## src/rtl/program_fetch.sv

```systemverilog
// Instruction fetch sequencer: sequences the registered program ROM and presents
// one/two-byte instructions over valid/ready. Optional macro: PROGRAM_FETCH_ILLEGAL_EN.
module program_fetch #(
  parameter logic [7:0] RESET_PC    = 8'h00,
  parameter logic [7:0] HALT_OPCODE = 8'hF0
) (
  input  logic       clk,
  input  logic       rst,
  output logic [7:0] rom_addr,
  input  logic [7:0] rom_data,
  output logic       instr_valid,
  input  logic       instr_ready,
  input  logic       branch_valid,
  input  logic [7:0] branch_target,
  output logic [7:0] opcode,
  output logic [7:0] operand,
  output logic [7:0] pc,
  output logic       halted,
  output logic       illegal
);

  typedef enum logic [2:0] {FETCH, LATCH_OP, LATCH_ARG, VALID, HALT} state_e;

  state_e     state_q, state_d;
  logic [7:0] rom_addr_q, rom_addr_d;
  logic [7:0] pc_q, pc_d;
  logic [7:0] opcode_q, opcode_d;
  logic [7:0] operand_q, operand_d;
  logic       valid_q, valid_d;
  logic       halted_q, halted_d;
  logic [7:0] next_pc;

  function automatic logic has_operand(input logic [7:0] op);
    return (op[7:4] >= 4'h2) && (op[7:4] <= 4'hA);
  endfunction

`ifdef PROGRAM_FETCH_ILLEGAL_EN
  logic illegal_q, illegal_d;

  function automatic logic is_illegal(input logic [7:0] op);
    return (op[7:4] >= 4'hB) && (op[7:4] <= 4'hE);
  endfunction
`endif

  // Only meaningful in VALID; length comes from the already-latched opcode.
  assign next_pc = branch_valid ? branch_target
                                : pc_q + (has_operand(opcode_q) ? 8'd2 : 8'd1);

  always_ff @(posedge clk) begin
    if (rst) state_q <= FETCH;
    else     state_q <= state_d;
  end

  always_comb begin
    state_d = state_q;
    unique case (state_q)
      FETCH:     state_d = LATCH_OP;
      LATCH_OP: begin
        if (rom_data == HALT_OPCODE)     state_d = HALT;
`ifdef PROGRAM_FETCH_ILLEGAL_EN
        else if (is_illegal(rom_data))   state_d = HALT;
`endif
        else if (has_operand(rom_data))  state_d = LATCH_ARG;
        else                             state_d = VALID;
      end
      LATCH_ARG: state_d = VALID;
      VALID:     if (instr_ready) state_d = FETCH;
      HALT:      state_d = HALT;
      default:   state_d = FETCH;
    endcase
  end

  always_comb begin
    rom_addr_d = rom_addr_q;
    pc_d       = pc_q;
    opcode_d   = opcode_q;
    operand_d  = operand_q;
`ifdef PROGRAM_FETCH_ILLEGAL_EN
    illegal_d  = illegal_q;
`endif
    unique case (state_q)
      FETCH:     rom_addr_d = pc_q + 8'd1;
      LATCH_OP: begin
        opcode_d  = rom_data;
        operand_d = '0;
`ifdef PROGRAM_FETCH_ILLEGAL_EN
        illegal_d = (rom_data != HALT_OPCODE) && is_illegal(rom_data);
`endif
      end
      LATCH_ARG: operand_d = rom_data;
      VALID: begin
        if (instr_ready) begin
          pc_d       = next_pc;
          rom_addr_d = next_pc;
        end
      end
      default: ;
    endcase
    // Flags are registered copies of the upcoming state so outputs come from flops.
    valid_d  = (state_d == VALID);
    halted_d = (state_d == HALT);
  end

  always_ff @(posedge clk) begin
    if (rst) begin
      rom_addr_q <= RESET_PC;
      pc_q       <= RESET_PC;
      opcode_q   <= '0;
      operand_q  <= '0;
      valid_q    <= 1'b0;
      halted_q   <= 1'b0;
`ifdef PROGRAM_FETCH_ILLEGAL_EN
      illegal_q  <= 1'b0;
`endif
    end else begin
      rom_addr_q <= rom_addr_d;
      pc_q       <= pc_d;
      opcode_q   <= opcode_d;
      operand_q  <= operand_d;
      valid_q    <= valid_d;
      halted_q   <= halted_d;
`ifdef PROGRAM_FETCH_ILLEGAL_EN
      illegal_q  <= illegal_d;
`endif
    end
  end

  assign rom_addr    = rom_addr_q;
  assign pc          = pc_q;
  assign opcode      = opcode_q;
  assign operand     = operand_q;
  assign instr_valid = valid_q;
  assign halted      = halted_q;
`ifdef PROGRAM_FETCH_ILLEGAL_EN
  assign illegal     = illegal_q;
`else
  assign illegal     = 1'b0;
`endif

endmodule

```

## config.mk

```make
export PLATFORM = sky130hd
export DESIGN_NAME = program_fetch
export DESIGN_NICKNAME = d
export VERILOG_FILES = /design/src/rtl/program_fetch.sv
export SDC_FILE = /design/constraint.sdc
export NUM_CORES = 1
export LEC_CHECK = 0
export ABC_AREA = 0
export BUFFER_PORTS_ARGS = -buffer_cell sky130_fd_sc_hd__buf_2
export CORE_AREA = 8 8 81 83
export DETAILED_ROUTE_END_ITERATION = 8
export DIE_AREA = 0 0 89 91
export HOLD_SLACK_MARGIN = 0.12
export PLACE_DENSITY = 0.66
export SYNTH_ARGS = -nofsm -noshare
export SYNTH_HDL_FRONTEND = slang
export SYNTH_SLANG_ARGS = --single-unit
```

## constraint.sdc

```tcl
create_clock -name clk -period 2.6 [get_ports clk]
set_input_delay 0 -clock clk [delete_from_list [all_inputs] [get_ports clk]]
set_output_delay 0 -clock clk [all_outputs]
set_load 0.02 [all_outputs]
```

==> run summary, run 1 <==
# IOs: 55
Residual DRC: 0
Relative slew slack: 56.24%
Dpl cells: 355
Routed len/inst: 15.45 um
Area Overhead vs Synth: 24.79%
# Post-CTS Setup Buffers: 0
GP Congestion: 0.7860
Slowest-stage cell, CP: dlygate4sd3_1
FFs w/ async S/R, synth: 0%
Worst-Skew Late Latency: 0.28 ns
Num CTS Buffers: 5
Iteration-0 DRC Markers: 144
Clock slew at the register clock pins of the worst setup and hold paths: 0.07 ns
PostCTS Resize Cnt: 0
Die width: 89 um
Initial antenna violation count: 0
FF-to-FF path depth: 10
Final ANT Viol Nets: 0
DRT Wirelength: 5808 um
Slowest Stage Delay on Critical Path: 0.55 ns
Critical Setup Path Class: register to register
Final setup fails: 0
Status: completed
Cells after Synth: 248
Max VDD drop: 422.4 uV
Crit start category: register
# H-tree levels: 2
Vias in the first global route: 1,974
Cts hold-fix bufs: 14
Syn_nets: 272
Synth top area cells: dfxtp_1 36%, a21oi_1 4.7%, nor2_1 4.4%
Total clock sinks: 37
Final Cell Area: 2545 um^2
Vert. Die Dim: 91 um
Fin crit share: 92.14%
Power per Cell Area: 575.6 nW/um^2
Port buffer count: 53
Fin cells: 376
Final Hold Viols: 0
Worst Clk Skew: 0.008808 ns
Fmax achieved: 0.4174 GHz
GRT Resource Usage Total: 14.51%
LEAKAGE: 1.083 nW
Synth Register Bits: 37
Arr. time, crit path: 2.56 ns
CTS tree: done
Final Net Count: 328
Fin crit period: 2.396 ns
Maxcap violations: 0
Final Max Tran Viols: 0
CTS max path bufs: 2
Most common flop cell mapped by yosys: dfxtp_1
Largest net degree at the start of global routing: 29
CP Capture Type: register
Worst path top cell family by delay: compound AO/OA/AOI/OAI gates
Worst Hold Class: input port to register
Vias per cell: 5.348
Area share of the largest cell type after synthesis: 36.32%
Required @ worst endpoint: 2.77 ns
Bufs and invs on worst path: 2
Syn_area_per_cell: 8.224 um^2
Grt ovf: 0
Instance count on the critical path: 10
Crit-path cells: a21oi_1, nand2_1, o21a_1, inv_1, ha_1, a21o_1, a211o_1, nand4_1, dlygate4sd3_1, a21oi_1
Mapped cell area: 2039 um^2
Crit path top cell by count: a21oi_1
Die footprint: 8099 um^2
Number of diodes: 0
Yosys Warn Count: 0
CP Max Fanout: 4
Core area: 5338 um^2
Area after DPL: 2318 um^2
Worst slew pin tran: 0.6555 ns
Filler cells: 561
Root buf cell: clkbuf_8
Largest area contributor in the netlist: dfxtp_1
Distinct cells, synth: 56
Number of flops mapped to enable cells by yosys: 0
Hold Path Stages: 5
TritonRoute pass-1 iters: 4
First-pass GRT wire length: 9660 um
HPWL Detailed: 4129 um
Row cnt: 27
Layout cells sized above 1: 22.37%
Via count: 2,011
Initial Utilization: 38.21%
Setup TNS: 0 ns
Register area share after synthesis: 36.32%
RSZ-0062 raised after global routing: no
kinds of logic after synthesis:
logic type	count (synthesis)	share of synthesized area, %
flops	37	36.32
simple gates	85	21.60
fa+ha+maj	4	2.822
compound gates	77	25.40
buf+inv	31	7.361
xor+xnor	3	1.289
mux	10	5.031
other cells	1	0.1839
cell type report:
type | instances | area, um^2 | area share [%]
well taps | 72 | 90.09 | 3.540
flip-flops and latches | 37 | 740.7 | 29.11
inverters | 10 | 51.30 | 2.016
clock buffers | 7 | 86.33 | 3.392
repair buffers | 70 | 427.9 | 16.81
multi-input cells | 180 | 1149 | 45.13
report_power, final:
group	switching [mW]	total, mW	internal (mW)
Combinational	0.231	0.386	0.155
Sequential	0.0548	0.667	0.613
Clock	0.201	0.411	0.211
metal layers:
metal | up-vias | global-route usage [%] | share of wire [%]
met5 | - | 0 | 0
met4 | 0 | 2.080 | 0.21
met3 | 2 | 3.784 | 6.8
met2 | 59 | 24.68 | 51
met1 | 937 | 18.07 | 42
li1 | 1013 | - | -
tightest hold or removal path, cell delays in order:
cell and delay (ns):
buf_2 0.08, nand2_1 0.07, o31ai_1 0.07, a22oi_1 0.09, nor2_1 0.08
final timing paths:
path / startpoint / end / slack, ns
setup / recovery: opcode[5] / pc[3] / 0.20
setup reg to reg: opcode[5] / pc[3] / 0.20
hold reg to reg: rom_addr[0] / rom_addr[0] / 0.45
hold / removal: branch_target[2] / pc[2] / 0.13
through the flow:
step           hold WS, ns  setup WS, ns  power, mW  utilization (%)
4_1_cts             0.1218        0.2259      1.476            47.68
2_1_floorplan       0.1476        0.4051     0.9401                -
3_5_place_dp        0.2860        0.3606      1.053            43.44
6_report            0.1319        0.2045      1.465            47.68
5_1_grt             0.1652       0.06598      1.552            47.68
3_3_place_gp        0.2810        0.4428      1.047            43.44
placed cells by master, fill, tap and decap left out, drive strengths merged, types with 4 or more instances in the layout:
master / count
dfxtp: 37
inv: 9
buf: 56
mux2i: 8
a211oi: 6
clkbuf: 7
a31oi: 4
nand3: 7
nor2: 24
a21oi: 19
a22o: 8
nand2: 17
a22oi: 10
dlygate4sd3: 14
nor3: 10
o21ai: 13
registers in the layout (all words and copies together), names as in the netlist:
register	flops
instr_valid	1
pc	8
halted	1
state_q	3
rom_addr	8
operand	8
opcode	8
cell usage after synthesis (4+ instances only):
| master | n |
|---|---|
| a211oi_1 | 6 |
| a21oi_1 | 19 |
| a22o_1 | 7 |
| a22oi_1 | 10 |
| a31oi_1 | 4 |
| clkbuf_1 | 12 |
| dfxtp_1 | 37 |
| inv_1 | 9 |
| mux2i_1 | 8 |
| nand2_1 | 17 |
| nand3_1 | 7 |
| nor2_1 | 24 |
| nor3_1 | 10 |
| o21ai_0 | 12 |
(Power assumes the default switching activity.)
==> inputs of run 2 (changes only) <==
--- a/config.mk
+++ b/config.mk
@@ -7,11 +7,13 @@
 export LEC_CHECK = 0
 export ABC_AREA = 0
 export BUFFER_PORTS_ARGS = -buffer_cell sky130_fd_sc_hd__buf_2
-export CORE_AREA = 8 8 81 83
+export CELL_PAD_IN_SITES_DETAIL_PLACEMENT = 1
+export CELL_PAD_IN_SITES_GLOBAL_PLACEMENT = 2
+export CORE_AREA = 8 8 92 94
 export DETAILED_ROUTE_END_ITERATION = 8
-export DIE_AREA = 0 0 89 91
+export DIE_AREA = 0 0 100 102
 export HOLD_SLACK_MARGIN = 0.12
-export PLACE_DENSITY = 0.66
+export PLACE_DENSITY = 0.82
 export SYNTH_ARGS = -nofsm -noshare
 export SYNTH_HDL_FRONTEND = slang
 export SYNTH_SLANG_ARGS = --single-unit
==> run 2 against run 1 <==
Net effect: clock-buffer cell count decreased by 1; design area grew 2.8%; clock skew grew 0.0026 ns; largest cell class unchanged; power grew 7.6%; maximum frequency grew 1.5%; core utilization is 11 points lower.
==> run summary, run 2 (synthesis results as in run 1) <==
Status: completed
Routed len/inst: 16.65 um (+7.8%)
Global-route met2 utilization: 24.01% (-0.66 points)
Arr. time, crit path: 2.55 ns (about the same)
GP Congestion: 0.7685 (-2.2%)
Worst Hold Class: input port to register
TritonRoute pass-1 iters: 4 (unchanged)
Required @ worst endpoint: 2.79 ns (+0.02 ns)
Grt ovf: 0 (unchanged)
Area Overhead vs Synth: 28.28%
Clock slew at the register clock pins of the worst setup and hold paths: 0.08 ns (about the same)
Most frequent cells in the layout: 53 x buf_2, 37 x dfxtp_1, 24 x nor2_1, 19 x a21oi_1, 17 x nand2_1
DRT Wirelength: 6761 um (+16%)
Total clock sinks: 37 (unchanged)
CP Max Fanout: 6 (+2)
Row cnt: 31 (+15%)
RSZ-0062 raised after global routing: no
Relative slew slack: 54.19% (-2.1 points)
M3 GR Usage: 4.292% (+0.51 points)
# Post-CTS Setup Buffers: 0 (unchanged)
Layout cells sized above 1: 23.45% (+1.1 points)
Final Max Tran Viols: 0 (unchanged)
Fin crit share: 90.76% (-1.4 points)
Maxcap violations: 0 (unchanged)
Commonest non-fill, non-tap cell in the layout: buf_2
LEAKAGE: 1.105 nW (+2.1%)
Residual DRC: 0 (unchanged)
Worst-Skew Late Latency: 0.29 ns (about the same)
Fmax achieved: 0.4238 GHz (+1.5%)
Num CTS Buffers: 5 (unchanged)
Final Hold Viols: 0 (unchanged)
Register area: 740.7 um^2 (unchanged)
Die width: 100 um (+12%)
Worst Clk Skew: 0.01139 ns (+0.002577 ns)
Die footprint: 10,200 um^2 (+26%)
Largest net degree at the start of global routing: 25 (-14%)
Root buf cell: clkbuf_8
First-pass GRT wire length: 11,290 um (+17%)
Critical Setup Path Class: register to register
Vias in the first global route: 2,209 (+12%)
Filler cells: 862 (+54%)
Number of diodes: 0 (unchanged)
Iteration-0 DRC Markers: 76 (-47%)
Final Net Count: 330 (+0.61%)
HPWL Detailed: 4997 um (+21%)
Multi-input gate area: 1149 um^2 (unchanged)
Worst slew pin tran: 0.6863 ns (+0.03078 ns)
Max VDD drop: 236.7 uV (-44%)
# H-tree levels: 2 (unchanged)
Crit start category: register
CP Capture Type: register
Final ANT Viol Nets: 0 (unchanged)
# IOs: 55 (unchanged)
Power per Cell Area: 602.4 nW/um^2 (+4.7%)
CTS tree: done
GRT Resource Usage Total: 13.76% (-0.76 points)
Final core occ: 37.06% (-11 points)
Core area: 7059 um^2 (+32%)
Final setup fails: 0 (unchanged)
CTS max path bufs: 2 (unchanged)
Via count: 2,082 (+3.5%)
Initial antenna violation count: 0 (unchanged)
Vias per cell: 5.128 (-4.1%)
Fin crit period: 2.360 ns (-0.03590 ns)
Port buffer count: 53 (unchanged)
Vert. Die Dim: 102 um (+12%)
Met1 GRT Util: 16.06% (-2.0 points)
Top Usage Layer GRT: met2
Setup TNS: 0 ns (unchanged)
Initial Utilization: 28.89% (-9.3 points)
==> run 2: final timing paths <==
check                                      start     endpoint  slack (ns)  depth (start not counted)
worst min-delay path            branch_target[4]        pc[4]        0.13                          5
worst min register to register       rom_addr[0]  rom_addr[0]        0.47                          2
worst max-delay path                   opcode[5]  rom_addr[6]        0.24                         10
worst max register to register         opcode[5]  rom_addr[6]        0.24                         10
==> run 2: critical path: stages (launching register included) <==
cell	delay, ns
dfxtp_1	0.38
a21oi_1	0.08
nand2_1	0.07
o21a_1	0.21
ha_1	0.22
inv_1	0.06
fa_1	0.47
nor3_1	0.21
mux2_2	0.19
nor3_1	0.05
o41ai_1	0.31
==> run 2: what timing repair did <==
action	4_1_cts	5_1_grt
hold buffers	13	0
gates resized for setup	0	0
hold endpoints to repair	26	0
==> run 2: metal layers <==
metal	vias to the layer above	part of all wire, %
met2	59	49
met5	-	0
li1	1026	-
met3	8	6.3
met1	989	44
met4	0	0.92
==> run 2: metrics by stage <==
step / worst slack, ns / instances / area, um^2 / hold WS [ns] / power (mW)
after floorplan: 0.4051 / 248 / 2039 / 0.1476 / 0.9401
after global placement: 0.4098 / 385 / 2375 / 0.2767 / 1.063
after detailed placement: 0.2626 / 385 / 2375 / 0.2859 / 1.074
after CTS: 0.2182 / 406 / 2616 / 0.1286 / 1.601
after global routing: 0.04874 / 406 / 2616 / 0.1770 / 1.671
final: 0.2404 / 406 / 2616 / 0.1337 / 1.576
==> run 2: report_power, final <==
part,leakage (nW),switching (mW),internal (mW)
clock,0.0554,0.218,0.288
sequential,0.301,0.0446,0.612
combinational,0.749,0.252,0.161
total,1.11,0.514,1.06
==> run 2: layout make-up <==
| class | count | area share [%] |
|---|---|---|
| Clock buffer | 6 | 2.774 |
| Clock inverter | 2 | 1.483 |
| Inverter | 10 | 1.961 |
| Multi-Input combinational cell | 180 | 43.90 |
| Sequential cell | 37 | 28.31 |
| Tap cell | 99 | 4.735 |
| Timing Repair Buffer | 72 | 16.83 |
